$ cat config.mk
export PLATFORM = sky130hd
export DESIGN_NAME = jacobi_sweep_ctrl_flat
export DESIGN_NICKNAME = d
export VERILOG_FILES = /design/src/rtl/jacobi_sweep_ctrl_if.sv /design/src/rtl/jacobi_sweep_ctrl.sv /design/src/flat_wrapper.sv
export SDC_FILE = /design/constraint.sdc
export NUM_CORES = 1
export LEC_CHECK = 0
export CORE_MARGIN = 2
export CORE_UTILIZATION = 55
export CTS_CLUSTER_SIZE = 28
export DETAILED_ROUTE_END_ITERATION = 6
export PLACE_DENSITY = 0.83
export SYNTH_ARGS = -nofsm -noshare
export SYNTH_HDL_FRONTEND = slang
export SYNTH_SLANG_ARGS = --single-unit
$ cat constraint.sdc
create_clock -name aclk -period 3 [get_ports aclk]
set_input_delay 0.3 -clock aclk [delete_from_list [all_inputs] [get_ports aclk]]
set_output_delay 0.3 -clock aclk [all_outputs]
set_load 0.005 [all_outputs]
$ cat src/rtl/jacobi_sweep_ctrl_if.sv
// Rotation request/completion channel between the sweep controller and the 2x2 rotation datapath.
// Request side is valid/ready; completion side is a single-cycle done pulse with a skip qualifier.
// Controller drives the request; the datapath drives ready, done and skip.
interface jacobi_sweep_ctrl_if #(
   parameter int IDX_W = 3
);
   logic             rot_req_valid;
   logic             rot_req_ready;
   logic [IDX_W-1:0] rot_p;
   logic [IDX_W-1:0] rot_q;
   logic             rot_done;
   logic             rot_skip;

   modport master (
      output rot_req_valid, rot_p, rot_q,
      input  rot_req_ready, rot_done, rot_skip
   );

   modport slave (
      input  rot_req_valid, rot_p, rot_q,
      output rot_req_ready, rot_done, rot_skip
   );
endinterface

$ cat src/rtl/jacobi_sweep_ctrl.sv
// One-sided Jacobi sweep controller: walks column pairs row-cyclically, one rotation at a time.
// Latency: minimum 3 cycles per rotation (ISSUE, WAIT, NEXT); done pulses one cycle after the last NEXT.
// Backpressure: request held stable until rot_req_ready; WAIT stalls indefinitely until rot_done.
module jacobi_sweep_ctrl #(
   parameter int N_COLS = 4,
   parameter int IDX_W  = 3
) (
   input  logic                aclk,
   input  logic                aresetn,
   input  logic                start,
   input  logic [3:0]          max_sweeps,
   jacobi_sweep_ctrl_if.master rot,
   output logic                busy,
   output logic                done,
   output logic                converged,
   output logic [3:0]          sweep_cnt
);

   typedef enum logic [2:0] {
      IDLE,
      ISSUE,
      WAIT,
      NEXT,
      FINISH
   } state_t;

   localparam logic [IDX_W-1:0] P_LAST = IDX_W'(N_COLS - 2);
   localparam logic [IDX_W-1:0] Q_LAST = IDX_W'(N_COLS - 1);

   state_t     state;
   logic       quiet;      // every rotation of the current sweep was skipped
   logic [3:0] limit;      // sweep limit captured at start, zero promoted to one
   logic [3:0] cnt_inc;    // saturating next sweep count
   logic       last_pair;

   assign cnt_inc   = (sweep_cnt == 4'hF) ? 4'hF : sweep_cnt + 4'd1;
   assign last_pair = (rot.rot_p == P_LAST) && (rot.rot_q == Q_LAST);

   // Controller FSM; all outputs are registered and set on entry to the state that owns them.
   // The quiet flag starts cleared for the first sweep, so convergence can only be
   // declared from the second sweep onward.
   always_ff @(posedge aclk) begin
      if (!aresetn) begin
         state             <= IDLE;
         rot.rot_req_valid <= 1'b0;
         rot.rot_p         <= '0;
         rot.rot_q         <= IDX_W'(1);
         busy              <= 1'b0;
         done              <= 1'b0;
         converged         <= 1'b0;
         sweep_cnt         <= 4'd0;
         quiet             <= 1'b0;
         limit             <= 4'd1;
      end else begin
         case (state)
            IDLE: begin
               done <= 1'b0;
               if (start) begin
                  state             <= ISSUE;
                  rot.rot_p         <= '0;
                  rot.rot_q         <= IDX_W'(1);
                  rot.rot_req_valid <= 1'b1;
                  busy              <= 1'b1;
                  sweep_cnt         <= 4'd0;
                  quiet             <= 1'b0;
                  converged         <= 1'b0;
                  limit             <= (max_sweeps == 4'd0) ? 4'd1 : max_sweeps;
               end
            end
            ISSUE: begin
               if (rot.rot_req_ready) begin
                  rot.rot_req_valid <= 1'b0;
                  state             <= WAIT;
               end
            end
            WAIT: begin
               if (rot.rot_done) begin
                  quiet <= quiet & rot.rot_skip;
                  state <= NEXT;
               end
            end
            NEXT: begin
               if (!last_pair) begin
                  if (rot.rot_q == Q_LAST) begin
                     rot.rot_p <= rot.rot_p + IDX_W'(1);
                     rot.rot_q <= rot.rot_p + IDX_W'(2);
                  end else begin
                     rot.rot_q <= rot.rot_q + IDX_W'(1);
                  end
                  rot.rot_req_valid <= 1'b1;
                  state             <= ISSUE;
               end else begin
                  sweep_cnt <= cnt_inc;
                  if (quiet || (cnt_inc == limit)) begin
                     converged <= quiet;
                     busy      <= 1'b0;
                     done      <= 1'b1;
                     state     <= FINISH;
                  end else begin
                     rot.rot_p         <= '0;
                     rot.rot_q         <= IDX_W'(1);
                     quiet             <= 1'b1;
                     rot.rot_req_valid <= 1'b1;
                     state             <= ISSUE;
                  end
               end
            end
            FINISH: begin
               done  <= 1'b0;
               state <= IDLE;
            end
            default: begin
               state             <= IDLE;
               rot.rot_req_valid <= 1'b0;
               busy              <= 1'b0;
               done              <= 1'b0;
            end
         endcase
      end
   end

endmodule
$ cat src/flat_wrapper.sv
// flat-port wrapper written by rule: the top's interface ports become plain ports
module jacobi_sweep_ctrl_flat 
#(
   parameter int N_COLS = 4,
   parameter int IDX_W  = 3
)
  (aclk, aresetn, start, max_sweeps, busy, done, converged, sweep_cnt, rot_rot_req_valid, rot_rot_p, rot_rot_q, rot_rot_req_ready, rot_rot_done, rot_rot_skip);
  jacobi_sweep_ctrl_if #(.IDX_W(IDX_W)) rot_i ();
  input  logic aclk;
  input  logic aresetn;
  input  logic start;
  input  logic [3:0] max_sweeps;
  output logic busy;
  output logic done;
  output logic converged;
  output logic [3:0] sweep_cnt;
  output wire logic [$bits(rot_i.rot_req_valid)-1:0] rot_rot_req_valid;
  output wire logic [$bits(rot_i.rot_p)-1:0] rot_rot_p;
  output wire logic [$bits(rot_i.rot_q)-1:0] rot_rot_q;
  input wire logic [$bits(rot_i.rot_req_ready)-1:0] rot_rot_req_ready;
  input wire logic [$bits(rot_i.rot_done)-1:0] rot_rot_done;
  input wire logic [$bits(rot_i.rot_skip)-1:0] rot_rot_skip;
  assign rot_rot_req_valid = rot_i.rot_req_valid;
  assign rot_rot_p = rot_i.rot_p;
  assign rot_rot_q = rot_i.rot_q;
  assign rot_i.rot_req_ready = rot_rot_req_ready;
  assign rot_i.rot_done = rot_rot_done;
  assign rot_i.rot_skip = rot_rot_skip;
  jacobi_sweep_ctrl #(.N_COLS(N_COLS), .IDX_W(IDX_W)) u_core (.aclk(aclk), .aresetn(aresetn), .start(start), .max_sweeps(max_sweeps), .rot(rot_i), .busy(busy), .done(done), .converged(converged), .sweep_cnt(sweep_cnt));
endmodule
==> results.sh, run 1 <==
export IMPL_p_sw_mw=0.171
export IMPL_end_kind="flop"
export IMPL_die_w_um=54.3
export IMPL_vias=1255
export IMPL_wl_per_cell_um=14.2
export IMPL_grt_max_degree=23
export IMPL_cts_tree="built"
export IMPL_fmax_ghz=0.470
export IMPL_max_slew_worst_pin_slew_ps=663
export IMPL_dp_hpwl_um=2160
export IMPL_ant_nets=0
export IMPL_netlist_area_leader_share_pct=31.7
export IMPL_synth_edff_count=0
export IMPL_yosysMostFrequentCell="dfxtp_1"
export IMPL_power_share_sequential_pct=52.9
export IMPL_firstDrtPassIters=4
export IMPL_drive_above_1_share_pct=7.82
export IMPL_cts_buffer_depth=2
export IMPL_n_antenna_cell=0
export IMPL_ys_seq_elements=22
export IMPL_overflow=0
export IMPL_synth_area_per_cell_sq_um=8.69
export IMPL_grt_pass1_wl_um=5030
export IMPL_yosysWarnings=0
export IMPL_rsz0062_at_grt="false"
export IMPL_grt_pass1_vias=1124
export IMPL_status="finished, final reports clean"
export IMPL_cp_num_buf_inv=0
export IMPL_htreeDepth=1
export IMPL_cts_root_buffer="clkbuf_4"
export IMPL_drt_wl_total_um=2980
export IMPL_fp_dieArea_sq_mm=0.00295
export IMPL_maxCapViolations=0
export IMPL_rows=18
export IMPL_p_int_mw=0.440
export IMPL_async_flop_share_pct=0
export IMPL_crit_chain="ha_1, and3_1, a31oi_1, a211oi_4, a21oi_2, o311a_1"
export IMPL_ir_worst_vdd_uv=398
export IMPL_hp_class="reg2reg"
export IMPL_vias_per_cell=6.00
export IMPL_cts_sinks=22
export IMPL_start_util_pct=57.2
export IMPL_antenna_found_initial=0
export IMPL_ys_top_cells_by_count="dfxtp_1 (22), nand2_1 (12), o21ai_0 (9)"
export IMPL_die_h_um=54.3
export IMPL_ctsHoldBuffers=0
export IMPL_portBuffers=23
export IMPL_numCtsBuffers=3
export IMPL_power_density_mw_per_mm2=369
export IMPL_synth_area_sq_mm=0.00139
export IMPL_p_leak_nw=0.637
export IMPL_fin_skew_ps=8.97
export IMPL_critPathKind="reg2reg"
export IMPL_clk_latency_ps=310
export IMPL_place_gp_congestion=0.818
export IMPL_timing_final_crit_period_ps=2130
export IMPL_worst_hold_slack_ps=521
export IMPL_drt_iter0_markers=17
export IMPL_p_clk_share_pct=27.3
export IMPL_nets=194
export IMPL_synthFlopType="dfxtp_1"
export IMPL_hold_viol=0
export IMPL_cts_setup_buffers=0
export IMPL_yosysSeqAreaShare_pct=31.7
export IMPL_crit_family="compound AO/OA/AOI/OAI gates"
export IMPL_relSlewSlack_pct=55.6
export IMPL_ys_types=51
export IMPL_core_sq_mm=0.00243
export IMPL_yosysTopAreaCell="dfxtp_1"
export IMPL_cp_start_kind="flop"
export IMPL_clk_pin_slew_ps=130
export IMPL_combPwrFrac_pct=19.8
export IMPL_ios=24
export IMPL_slowest_delay_ps=470
export IMPL_sw_frac_of_total_pct=28.0
export IMPL_syn_nets=174
export IMPL_finalSetupViolations=0
export IMPL_ys_top_cells_by_area="dfxtp_1 (32%), mux2i_1 (5.0%), ha_1 (3.6%)"
export IMPL_critical_path_required_ps=3220
export IMPL_cp_max_fo=7
export IMPL_ctsResizeCount=0
export IMPL_tns_ps=0
export IMPL_area_growth_syn_to_layout_pct=19.3
export IMPL_total_power_mw=0.611
export IMPL_syn_inst=160
export IMPL_period_share_pct=71.0
export IMPL_worst_path_max_delay_cell="dfxtp_1"
export IMPL_cp_data_arrival_time_ps=2350
export IMPL_slew_violations=0
export IMPL_drc=0
export IMPL_gr_usage_all_layers_pct=23.3
==> worst register-to-register path, cell delays in order (launching register included) <==
cell and delay, ps:
dfxtp_1 470, ha_1 340, and3_1 240, a31oi_1 140
a211oi_4 330, a21oi_2 170, o311a_1 350
==> per-stage QoR <==
stage               instances  worst slack [ps]  instance area (sq um)  utilization (%)
global route              209               753                   1660             68.2
floorplan                 160              1120                   1390                -
finish                    209               871                   1660             68.2
detailed placement        205               835                   1620             66.7
CTS                       209               874                   1660             68.2
global placement          205               920                   1620             66.7
==> layout by cell type, fill, tap and decap left out, drive strengths merged, types with 3 or more instances in the layout <==
cell           count
a21boi             3
a21o               3
a21oi             10
a31oi              4
and2               4
and3b              3
clkbuf             4
clkdlybuf4s50     23
dfxtp             22
ha                 4
inv                5
mux2i              7
nand2             12
nand2b             5
nand3              5
nand3b             5
nor2               8
nor2b              6
nor3               3
o211ai             4
o21ai             10
==> sequential cells by signal, indices dropped and copies added (netlist names), 3 cells and up <==
name	cells
u_core.limit	4
u_core.rot.rot_p	3
u_core.rot.rot_q	3
u_core.state	3
u_core.sweep_cnt	4
==> routing by layer <==
metal  vias up  global-route usage [%]  share of wire (%)
li1        625                       -                  -
met5         -                       0                  0
met2        29                    40.0                 48
met3         4                    4.92                4.2
met1       597                    30.5                 46
met4         0                    3.75                1.2
==> final timing paths <==
kind / from / end / slack, ps / depth (start not counted)
setup / recovery: u_core.sweep_cnt[0]$_SDFFE_PN0P_ / u_core.rot.rot_req_valid$_SDFFE_PN0P_ / 870 / 6
setup reg to reg: u_core.sweep_cnt[0]$_SDFFE_PN0P_ / u_core.rot.rot_req_valid$_SDFFE_PN0P_ / 870 / 6
hold reg to reg: u_core.rot.rot_p[2]$_SDFFE_PN0P_ / u_core.rot.rot_p[2]$_SDFFE_PN0P_ / 520 / 2
hold / removal: u_core.rot.rot_p[2]$_SDFFE_PN0P_ / u_core.rot.rot_p[2]$_SDFFE_PN0P_ / 520 / 2
==> area by class of cell <==
type,instances,area (sq um)
Timing Repair Buffer,23,230
Sequential cell,22,440
Tap cell,30,37.5
Fill cell,215,774
Clock buffer,4,36.3
Inverter,5,18.8
Multi-Input combinational cell,125,895
==> logic make-up (layout without fill, tap and decap cells) <==
family | Yosys count | after routing | synth area share, %
adder cells (fa/ha/maj) | 4 | 4 | 3.60
AO/OA/AOI/OAI | 49 | 49 | 26.2
flip-flops | 22 | 22 | 31.7
buffers and inverters | 13 | 32 | 3.96
XOR/XNOR | 4 | 4 | 3.06
multiplexers | 7 | 7 | 5.04
AND/OR/NAND/NOR | 61 | 61 | 26.5
==> power by group through the flow <==
stage	registers [mW]	logic [mW]	clock network, mW
after floorplan	0.322	0.0892	0
after global placement	0.329	0.118	0
after detailed placement	0.329	0.120	0
after CTS	0.323	0.121	0.167
after global routing	0.326	0.133	0.185
final	0.323	0.121	0.167
Note: power is estimated with default switching activity, not from simulation.
==> run 2, diff against run 1 <==
--- a/config.mk
+++ b/config.mk
@@ -6,10 +6,10 @@
 export NUM_CORES = 1
 export LEC_CHECK = 0
 export CORE_MARGIN = 2
-export CORE_UTILIZATION = 55
+export CORE_UTILIZATION = 52
 export CTS_CLUSTER_SIZE = 28
 export DETAILED_ROUTE_END_ITERATION = 6
-export PLACE_DENSITY = 0.83
+export PLACE_DENSITY = 0.79
 export SYNTH_ARGS = -nofsm -noshare
 export SYNTH_HDL_FRONTEND = slang
 export SYNTH_SLANG_ARGS = --single-unit
==> constraint.sdc (replaced) <==
create_clock -name aclk -period 2.2 [get_ports aclk]
set_input_delay 0.22 -clock aclk [delete_from_list [all_inputs] [get_ports aclk]]
set_output_delay 0.22 -clock aclk [all_outputs]
set_load 0.005 [all_outputs]
==> run 2 against run 1 <==
Compared with the run above: global-route usage shrank 2.2 points; flip-flop and latch count is the same; setup slack lost 790 ps; highest routed layer unchanged; largest power group unchanged.
==> results.sh, run 2 (synthesis results as in run 1) <==
export IMPL_nets=197
export IMPL_cts_root_buffer="clkbuf_4"
export IMPL_timing_final_crit_period_ps=2110
export IMPL_dp_cells=208
export IMPL_drc=0
export IMPL_drt_iter0_markers=40
export IMPL_numCtsBuffers=3
export IMPL_gr_usage_all_layers_pct=21.1
export IMPL_largest_registers="u_core.limit x4, u_core.sweep_cnt x4"
export IMPL_clk_pin_slew_ps=130
export IMPL_worst_path_max_delay_cell="dfxtp_1"
export IMPL_antenna_found_initial=0
export IMPL_grt_pass1_wl_um=5370
export IMPL_firstDrtPassIters=5
export IMPL_layoutNonFillerInstCount=212
export IMPL_dp_slack_ps=61.9
export IMPL_htreeDepth=1
export IMPL_drive_above_1_share_pct=10.4
export IMPL_period_share_pct=96.1
export IMPL_grt_pass1_vias=1274
export IMPL_layout_commonest_cell="clkdlybuf4s50_1"
export IMPL_hp_class="in2reg"
export IMPL_cp_data_arrival_time_ps=2320
export IMPL_slew_violations=0
export IMPL_crit_family="compound AO/OA/AOI/OAI gates"
export IMPL_clk_latency_ps=310
export IMPL_n_antenna_cell=0
export IMPL_fin_skew_ps=8.23
export IMPL_die_w_um=55.7
export IMPL_place_gp_congestion=0.789
export IMPL_vias_per_cell=6.03
export IMPL_cts_sinks=22
export IMPL_drt_wl_total_um=3130
export IMPL_grt_max_degree=21
export IMPL_rows=18
export IMPL_layout_common_cells="clkdlybuf4s50_1 (23), dfxtp_1 (21), nand2_1 (12), o21ai_0 (9), nor2_1 (8)"
export IMPL_start_util_pct=55.6
export IMPL_ir_worst_vdd_uv=387
export IMPL_final_setup_worst_slack_ps=85.8
export IMPL_finalSetupViolations=0
export IMPL_fmax_ghz=0.473
export IMPL_postLayoutCoreUtil_pct=67.4
export IMPL_cp_num_buf_inv=0
export IMPL_cts_buffer_depth=2
export IMPL_wl_per_cell_um=14.8
export IMPL_portBuffers=23
export IMPL_relSlewSlack_pct=71.5
export IMPL_overflow=0
export IMPL_die_h_um=55.7
export IMPL_area_growth_syn_to_layout_pct=21.2
export IMPL_vias=1278
export IMPL_power_density_mw_per_mm2=496
export IMPL_status="finished, final reports clean"
export IMPL_max_slew_worst_pin_slew_ps=427
export IMPL_crit_chain="ha_2, and3_1, a31oi_1, a211oi_4, a21oi_2, o311a_1"
export IMPL_end_kind="flop"
export IMPL_worst_hold_slack_ps=516
export IMPL_tns_ps=0
export IMPL_fillers=219
export IMPL_p_leak_nw=0.650
export IMPL_ant_nets=0
export IMPL_cts_setup_buffers=0
export IMPL_hold_viol=0
export IMPL_ios=24
export IMPL_fp_dieArea_sq_mm=0.00310
export IMPL_dp_hpwl_um=2290
export IMPL_maxCapViolations=0
export IMPL_cp_start_kind="flop"
export IMPL_core_sq_mm=0.00250
export IMPL_rsz0062_at_grt="false"
export IMPL_slowest_delay_ps=450
export IMPL_cts_tree="built"
export IMPL_cp_max_fo=7
export IMPL_critical_path_required_ps=2410
export IMPL_critPathKind="reg2reg"
run 2: cell count changes in the layout (fill, tap and decap cells not counted), sizes merged:
cell,before,now
buf,0,3
run 2: path summary, 6_finish.rpt:
check                              startpoint                                     to  slack [ps]  cells after the start
max reg2reg  u_core.sweep_cnt[1]$_SDFFE_PN0P_  u_core.rot.rot_req_valid$_SDFFE_PN0P_          90                      6
max          u_core.sweep_cnt[1]$_SDFFE_PN0P_  u_core.rot.rot_req_valid$_SDFFE_PN0P_          90                      6
min                             max_sweeps[0]           u_core.limit[0]$_SDFFE_PN1P_         520                      3
min reg2reg  u_core.rot.rot_p[2]$_SDFFE_PN0P_       u_core.rot.rot_p[2]$_SDFFE_PN0P_         520                      2
run 2: through the flow:
stage,power [mW],instance area (sq um)
after floorplan,0.561,1390
after CTS,0.840,1680
final,0.836,1680
after detailed placement,0.617,1640
after global placement,0.614,1640
after global routing,0.876,1680
run 2: where the power goes:
group / internal, mW / switching, mW
clock network: 0.101 / 0.125
logic: 0.0873 / 0.0809
registers: 0.415 / 0.0257
run 2: routing by layer:
metal | GRT usage (%) | share of wire, %
met2 | 36.1 | 49
met4 | 8.01 | 1.1
met5 | 0 | 0
met1 | 25.7 | 45
met3 | 4.65 | 4.3
run 2: repair_timing:
action / 4_1_cts / 5_1_grt
resized for setup: 0 / 2
hold buffers: 0 / 0
setup endpoints to repair: 0 / 1
run 2: final cells by class:
type | instances | area (sq um) | area share [%]
Sequential cell | 22 | 442 | 26.2
Clock buffer | 4 | 36.3 | 2.15
Multi-Input combinational cell | 125 | 897 | 53.3
Timing Repair Buffer | 26 | 253 | 15.0
Inverter | 5 | 18.8 | 1.11
Tap cell | 30 | 37.5 | 2.23
run 2: tightest hold or removal path: stages:
cell and delay, ps:
clkdlybuf4s50_1 390, nor2_1 100, o211ai_1 80
==> run 3, diff against run 2 <==
--- a/config.mk
+++ b/config.mk
@@ -10,6 +10,7 @@
 export CTS_CLUSTER_SIZE = 28
 export DETAILED_ROUTE_END_ITERATION = 6
 export PLACE_DENSITY = 0.79
+export RECOVER_POWER = 100
 export SYNTH_ARGS = -nofsm -noshare
 export SYNTH_HDL_FRONTEND = slang
 export SYNTH_SLANG_ARGS = --single-unit
==> run 3 against run 2 <==
Compared with the run above: count of clock-buffer cells in the layout stayed put; sequential power hardly changed; clock skew shrank 6.1 ps; final area shrank 0.97%; critical path depth did not move; register-to-register slack about the same; power fell by 1.3%; global-route usage unchanged; clock power shrank 2%; critical path type unchanged; largest power group unchanged.
==> results.sh, run 3 (synthesis results as in run 1) <==
export IMPL_htreeDepth=1
export IMPL_grt_pass1_vias=1274
export IMPL_drc=0
export IMPL_cp_data_arrival_time_ps=2320
export IMPL_drt_iter0_markers=34
export IMPL_p_leak_nw=0.675
export IMPL_p_clk_share_pct=26.7
export IMPL_dp_slack_ps=61.9
export IMPL_p_int_mw=0.599
export IMPL_power_share_sequential_pct=53.4
export IMPL_overflow=0
export IMPL_combPwrFrac_pct=19.8
export IMPL_final_setup_worst_slack_ps=85.5
export IMPL_drive_above_1_share_pct=7.69
export IMPL_final_area_sq_mm=0.00167
export IMPL_period_share_pct=96.1
export IMPL_die_h_um=55.7
export IMPL_ctsHoldBuffers=0
export IMPL_dp_hpwl_um=2290
export IMPL_place_gp_congestion=0.789
export IMPL_die_w_um=55.7
export IMPL_grt_pass1_wl_um=5370
export IMPL_slew_violations=0
export IMPL_relSlewSlack_pct=72.9
export IMPL_end_kind="flop"
export IMPL_wl_per_cell_um=14.6
export IMPL_vias_per_cell=6.00
export IMPL_nets=197
export IMPL_crit_family="compound AO/OA/AOI/OAI gates"
export IMPL_ant_nets=0
export IMPL_n_antenna_cell=0
export IMPL_start_util_pct=55.6
export IMPL_largest_registers="u_core.limit x4, u_core.sweep_cnt x4"
export IMPL_slowest_delay_ps=440
export IMPL_vias=1273
export IMPL_dpl_cell_area_sq_mm=0.00164
export IMPL_firstDrtPassIters=7
export IMPL_postLayoutCoreUtil_pct=66.7
export IMPL_portBuffers=23
export IMPL_worst_path_max_delay_cell="dfxtp_1"
export IMPL_hp_class="reg2reg"
export IMPL_timing_final_crit_period_ps=2110
export IMPL_cp_max_fo=7
export IMPL_cts_tree="built"
export IMPL_core_sq_mm=0.00250
export IMPL_crit_chain="ha_2, and3_1, a31oi_1, a211oi_4, a21oi_2, o311a_1"
export IMPL_tns_ps=0
export IMPL_clk_pin_slew_ps=120
export IMPL_total_power_mw=0.825
export IMPL_area_growth_syn_to_layout_pct=20.0
export IMPL_gr_usage_all_layers_pct=21.1
export IMPL_max_slew_worst_pin_slew_ps=406
export IMPL_hold_viol=0
export IMPL_rows=18
export IMPL_clk_latency_ps=300
export IMPL_fp_dieArea_sq_mm=0.00310
export IMPL_fmax_ghz=0.473
export IMPL_sw_frac_of_total_pct=27.4
export IMPL_layout_common_cells="dfxtp_1 (21), nand2_1 (12), dlygate4sd3_1 (12), clkdlybuf4s50_1 (11), o21ai_0 (9)"
export IMPL_numCtsBuffers=3
export IMPL_cts_buffer_depth=2
export IMPL_drt_wl_total_um=3100
export IMPL_grt_max_degree=21
export IMPL_power_density_mw_per_mm2=494
export IMPL_rsz0062_at_grt="false"
export IMPL_critPathKind="reg2reg"
export IMPL_status="finished, final reports clean"
export IMPL_critical_path_required_ps=2410
export IMPL_worst_hold_slack_ps=521
export IMPL_cts_root_buffer="clkbuf_4"
export IMPL_maxCapViolations=0
export IMPL_fin_skew_ps=2.09
export IMPL_ios=24
export IMPL_layoutNonFillerInstCount=212
export IMPL_finalSetupViolations=0
export IMPL_cts_setup_buffers=0
export IMPL_antenna_found_initial=0
export IMPL_cts_sinks=22
export IMPL_cp_num_buf_inv=0
export IMPL_p_sw_mw=0.226
export IMPL_rrSetupSlack_ps=90
export IMPL_ir_worst_vdd_uv=385
export IMPL_cp_start_kind="flop"
export IMPL_layout_commonest_cell="dfxtp_1"
export IMPL_dp_cells=208
==> run 3: cell count changes in the layout (fill, tap and decap cells not counted), moves of 2 or more <==
cell	delta
clkdlybuf4s50_1	-12
dlygate4sd3_1	+12
and2_0	+2
and2_1	-2
buf_4	-2
clkbuf_1	+2
==> run 3: path summary, 6_finish.rpt <==
path | endpoint | startpoint | cells after the start
worst max-delay path | u_core.rot.rot_req_valid$_SDFFE_PN0P_ | u_core.sweep_cnt[1]$_SDFFE_PN0P_ | 6
worst min-delay path | u_core.rot.rot_p[2]$_SDFFE_PN0P_ | u_core.rot.rot_p[2]$_SDFFE_PN0P_ | 2
worst max register to register | u_core.rot.rot_req_valid$_SDFFE_PN0P_ | u_core.sweep_cnt[1]$_SDFFE_PN0P_ | 6
worst min register to register | u_core.rot.rot_p[2]$_SDFFE_PN0P_ | u_core.rot.rot_p[2]$_SDFFE_PN0P_ | 2
==> run 3: layer usage <==
layer / GRT usage [%] / wire length [um] / vias up
met3: 4.65 / 126 / 6
li1: - / - / 634
met4: 8.01 / 35 / 0
met1: 25.7 / 1400 / 602
met2: 36.1 / 1540 / 31
met5: 0 / 0 / -
==> run 3: power groups by stage <==
stage	clock, mW	sequential (mW)	combinational, mW
after floorplan	0	0.439	0.122
after global placement	0	0.449	0.165
after detailed placement	0	0.450	0.168
after CTS	0.230	0.441	0.169
after global routing	0.244	0.444	0.183
final	0.221	0.440	0.164
==> run 3: final cells by class <==
type	instances	area, sq um
multi-input cells	125	888
fillers	219	832
flip-flops and latches	22	442
repair buffers	26	245
well taps	30	37.5
clock buffers	4	36.3
inverters	5	18.8
==> run 3: worst min-delay path: cells and delay by family, from the launching register on <==
| kind | cells | cell delay, ps |
|---|---|---|
| flops | 1 | 370 |
| simple gates | 1 | 70 |
| compound gates | 1 | 50 |
==> run 3: repair_timing <==
| item | CTS | global route |
|---|---|---|
| endpoints found under the setup margin | 0 | 1 |
| resized for setup | 0 | 2 |
| hold endpoints to repair | 0 | 0 |
==> RTL edit, RTL diff (flow settings as in run 2) <==
Make the reset (`aresetn`) asynchronous in one clocked block.
--- a/src/rtl/jacobi_sweep_ctrl.sv
+++ b/src/rtl/jacobi_sweep_ctrl.sv
@@ -40,5 +40,5 @@
    // The quiet flag starts cleared for the first sweep, so convergence can only be
    // declared from the second sweep onward.
-   always_ff @(posedge aclk) begin
+   always_ff @(posedge aclk or negedge aresetn) begin
       if (!aresetn) begin
          state             <= IDLE;
Function: differs if aresetn is asserted again (counterexample within 4 cycles, from zero or initial values and one cycle with aresetn low); with aresetn held inactive, the same outputs for 10 cycles.
==> RTL edit against run 2 <==
- global-route usage is 0.097 points higher
- critical path type unchanged
- utilization is 0.43 points higher
- routed wire length down 1.1%
- sequential cell count stayed put
- count of clock-buffer cells in the layout is the same
- area after synthesis increased by 2.6%
- hold slack got worse by 0.28 ns
- design area grew 2.5%
- worst setup slack improved by 0.074 ns
Power is not compared: it rests on default switching activity, and its combinational part moved more than twofold at a synthesized area within 25%.
==> RTL edit: results (changes against run 2) <==
Worst Skew - 0.0009970 ns (-0.007232 ns)
Top cells by instance count after synthesis - dfrtp_1, nor2_1, a21oi_1, inv_1, nand2_1
Main flop type after synthesis - dfrtp_1
Iter 0 DRT Violations - 39 (-2.5%)
Reg2Reg Depth - 6 (unchanged)
Syn. warnings - 0 (unchanged)
GRT Total Usage - 21.19% (+0.097 points)
Vias - 1273 (-0.39%)
Largest net degree at the start of global routing - 23 (+9.5%)
Final HPWL DP - 2395 um (+4.5%)
CP arrival - 2.24 ns (-0.08 ns)
Worst-case vdd ir drop - 752.9 uV
Worst-skew pair later-pin latency - 0.30 ns
Post-synthesis sequential area ratio - 38.77% (+7.1 points)
Global-route wire length before repair - 5395 um (+0.50%)
Vias in the first global route - 1185 (-7.0%)
Initial antenna violation count - 0 (unchanged)
Port Buffers - 23 (unchanged)
CTS Buf Count - 3 (unchanged)
Distinct cells, synth - 52 (+2.0%)
Post-placement cell area - 0.001689 mm2 (+2.7%)
Setup Fix Bufs, Post-CTS - 0 (unchanged)
Biggest regs - u_core.limit x4, u_core.sweep_cnt x4
Hold Crit Class - in -> async
Share of cells above drive strength 1 - 10.11% (-0.33 points)
Htree depth - 1 (unchanged)
Deepest clock path buffer count - 2 (unchanged)
# diodes - 0 (unchanged)
DRT Pass-1 Iters - 4 (-1)
Dpl ws - 0.1838 ns (+0.1219 ns)
Placer Congestion - 0.8931 (+13%)
WL/cell - 14.88 um (+0.78%)
Nets@finish - 193 (-2.0%)
Post_cts resized - 0 (unchanged)
Async SR Flop Fraction - 100.0% (+100 points)
Clock transition at path regs - 0.12 ns
Largest cells by area after synthesis - dfrtp_1, a21oi_1, dfstp_2
Root buf cell - clkbuf_4
CP max FO - 7 (unchanged)
Status - completed
Leakage - 0.7033 nW
Post-Syn Nets - 168 (-3.4%)
Slew Limit Headroom - 70.64% (-0.88 points)
==> RTL edit: logic make-up (layout without fill, tap and decap cells) <==
family                     after synthesis  after routing  share of synthesized area (%)
and+or+nand+nor                         53             53                          20.35
adders and majority gates                4              4                          3.509
xor gates and xnor gates                 3              3                          3.158
AOI/OAI and AO/OA                       53             53                          27.10
buffers and inverters                   16             40                          4.825
muxes                                    3              3                          2.281
DFF                                     22             22                          38.77
==> RTL edit: final timing paths <==
path / startpoint / end / slack [ns]
setup / recovery: u_core.sweep_cnt[0] / u_core.rot.rot_q[2] / 0.16
hold / removal: aresetn / u_core.state[1] / 0.24
setup reg to reg: u_core.sweep_cnt[0] / u_core.rot.rot_q[2] / 0.16
hold reg to reg: u_core.rot.rot_req_valid / u_core.rot.rot_req_valid / 0.52
max in group asynchronous: aresetn / u_core.limit[0] / 1.68
min in group aclk: max_sweeps[0] / u_core.limit[0] / 0.49
==> RTL edit: worst max-delay path: stages (launching register included) <==
cell	delay, ns
dfrtp_1	0.46
ha_1	0.31
and3_4	0.20
a31o_1	0.23
and4_4	0.20
a31o_1	0.23
a211o_1	0.30
==> RTL edit: metrics by stage <==
step / hold WS (ns) / cells / power, mW
floorplan: -0.07559 / 154 / 1.358
global placement: 0.4786 / 204 / 1.611
detailed placement: 0.4954 / 204 / 1.650
CTS: 0.2504 / 208 / 1.869
global route: 0.2825 / 208 / 2.017
finish: 0.2391 / 208 / 1.869
==> RTL edit: per-layer routing <==
| layer | GRT usage (%) | routed length [um] | vias up |
|---|---|---|---|
| met5 | 0 | 0 | - |
| met4 | 6.803 | 48 | 0 |
| met3 | 2.304 | 108 | 8 |
| met2 | 35.46 | 1535 | 30 |
| met1 | 28.72 | 1402 | 606 |
| li1 | - | - | 629 |
==> RTL edit: layout make-up <==
type	count	area, um2
Sequential cell	22	553.0
Inverter	9	33.78
Timing Repair Buffer	27	260.3
Clock buffer	4	36.28
Fill cell	222	819.5
Multi-Input combinational cell	116	804.5
Tap cell	30	37.54
==> RTL edit: where the power goes <==
group | switching [mW] | internal, mW
logic | 0.462 | 0.463
clock network | 0.119 | 0.101
registers | 0.190 | 0.534
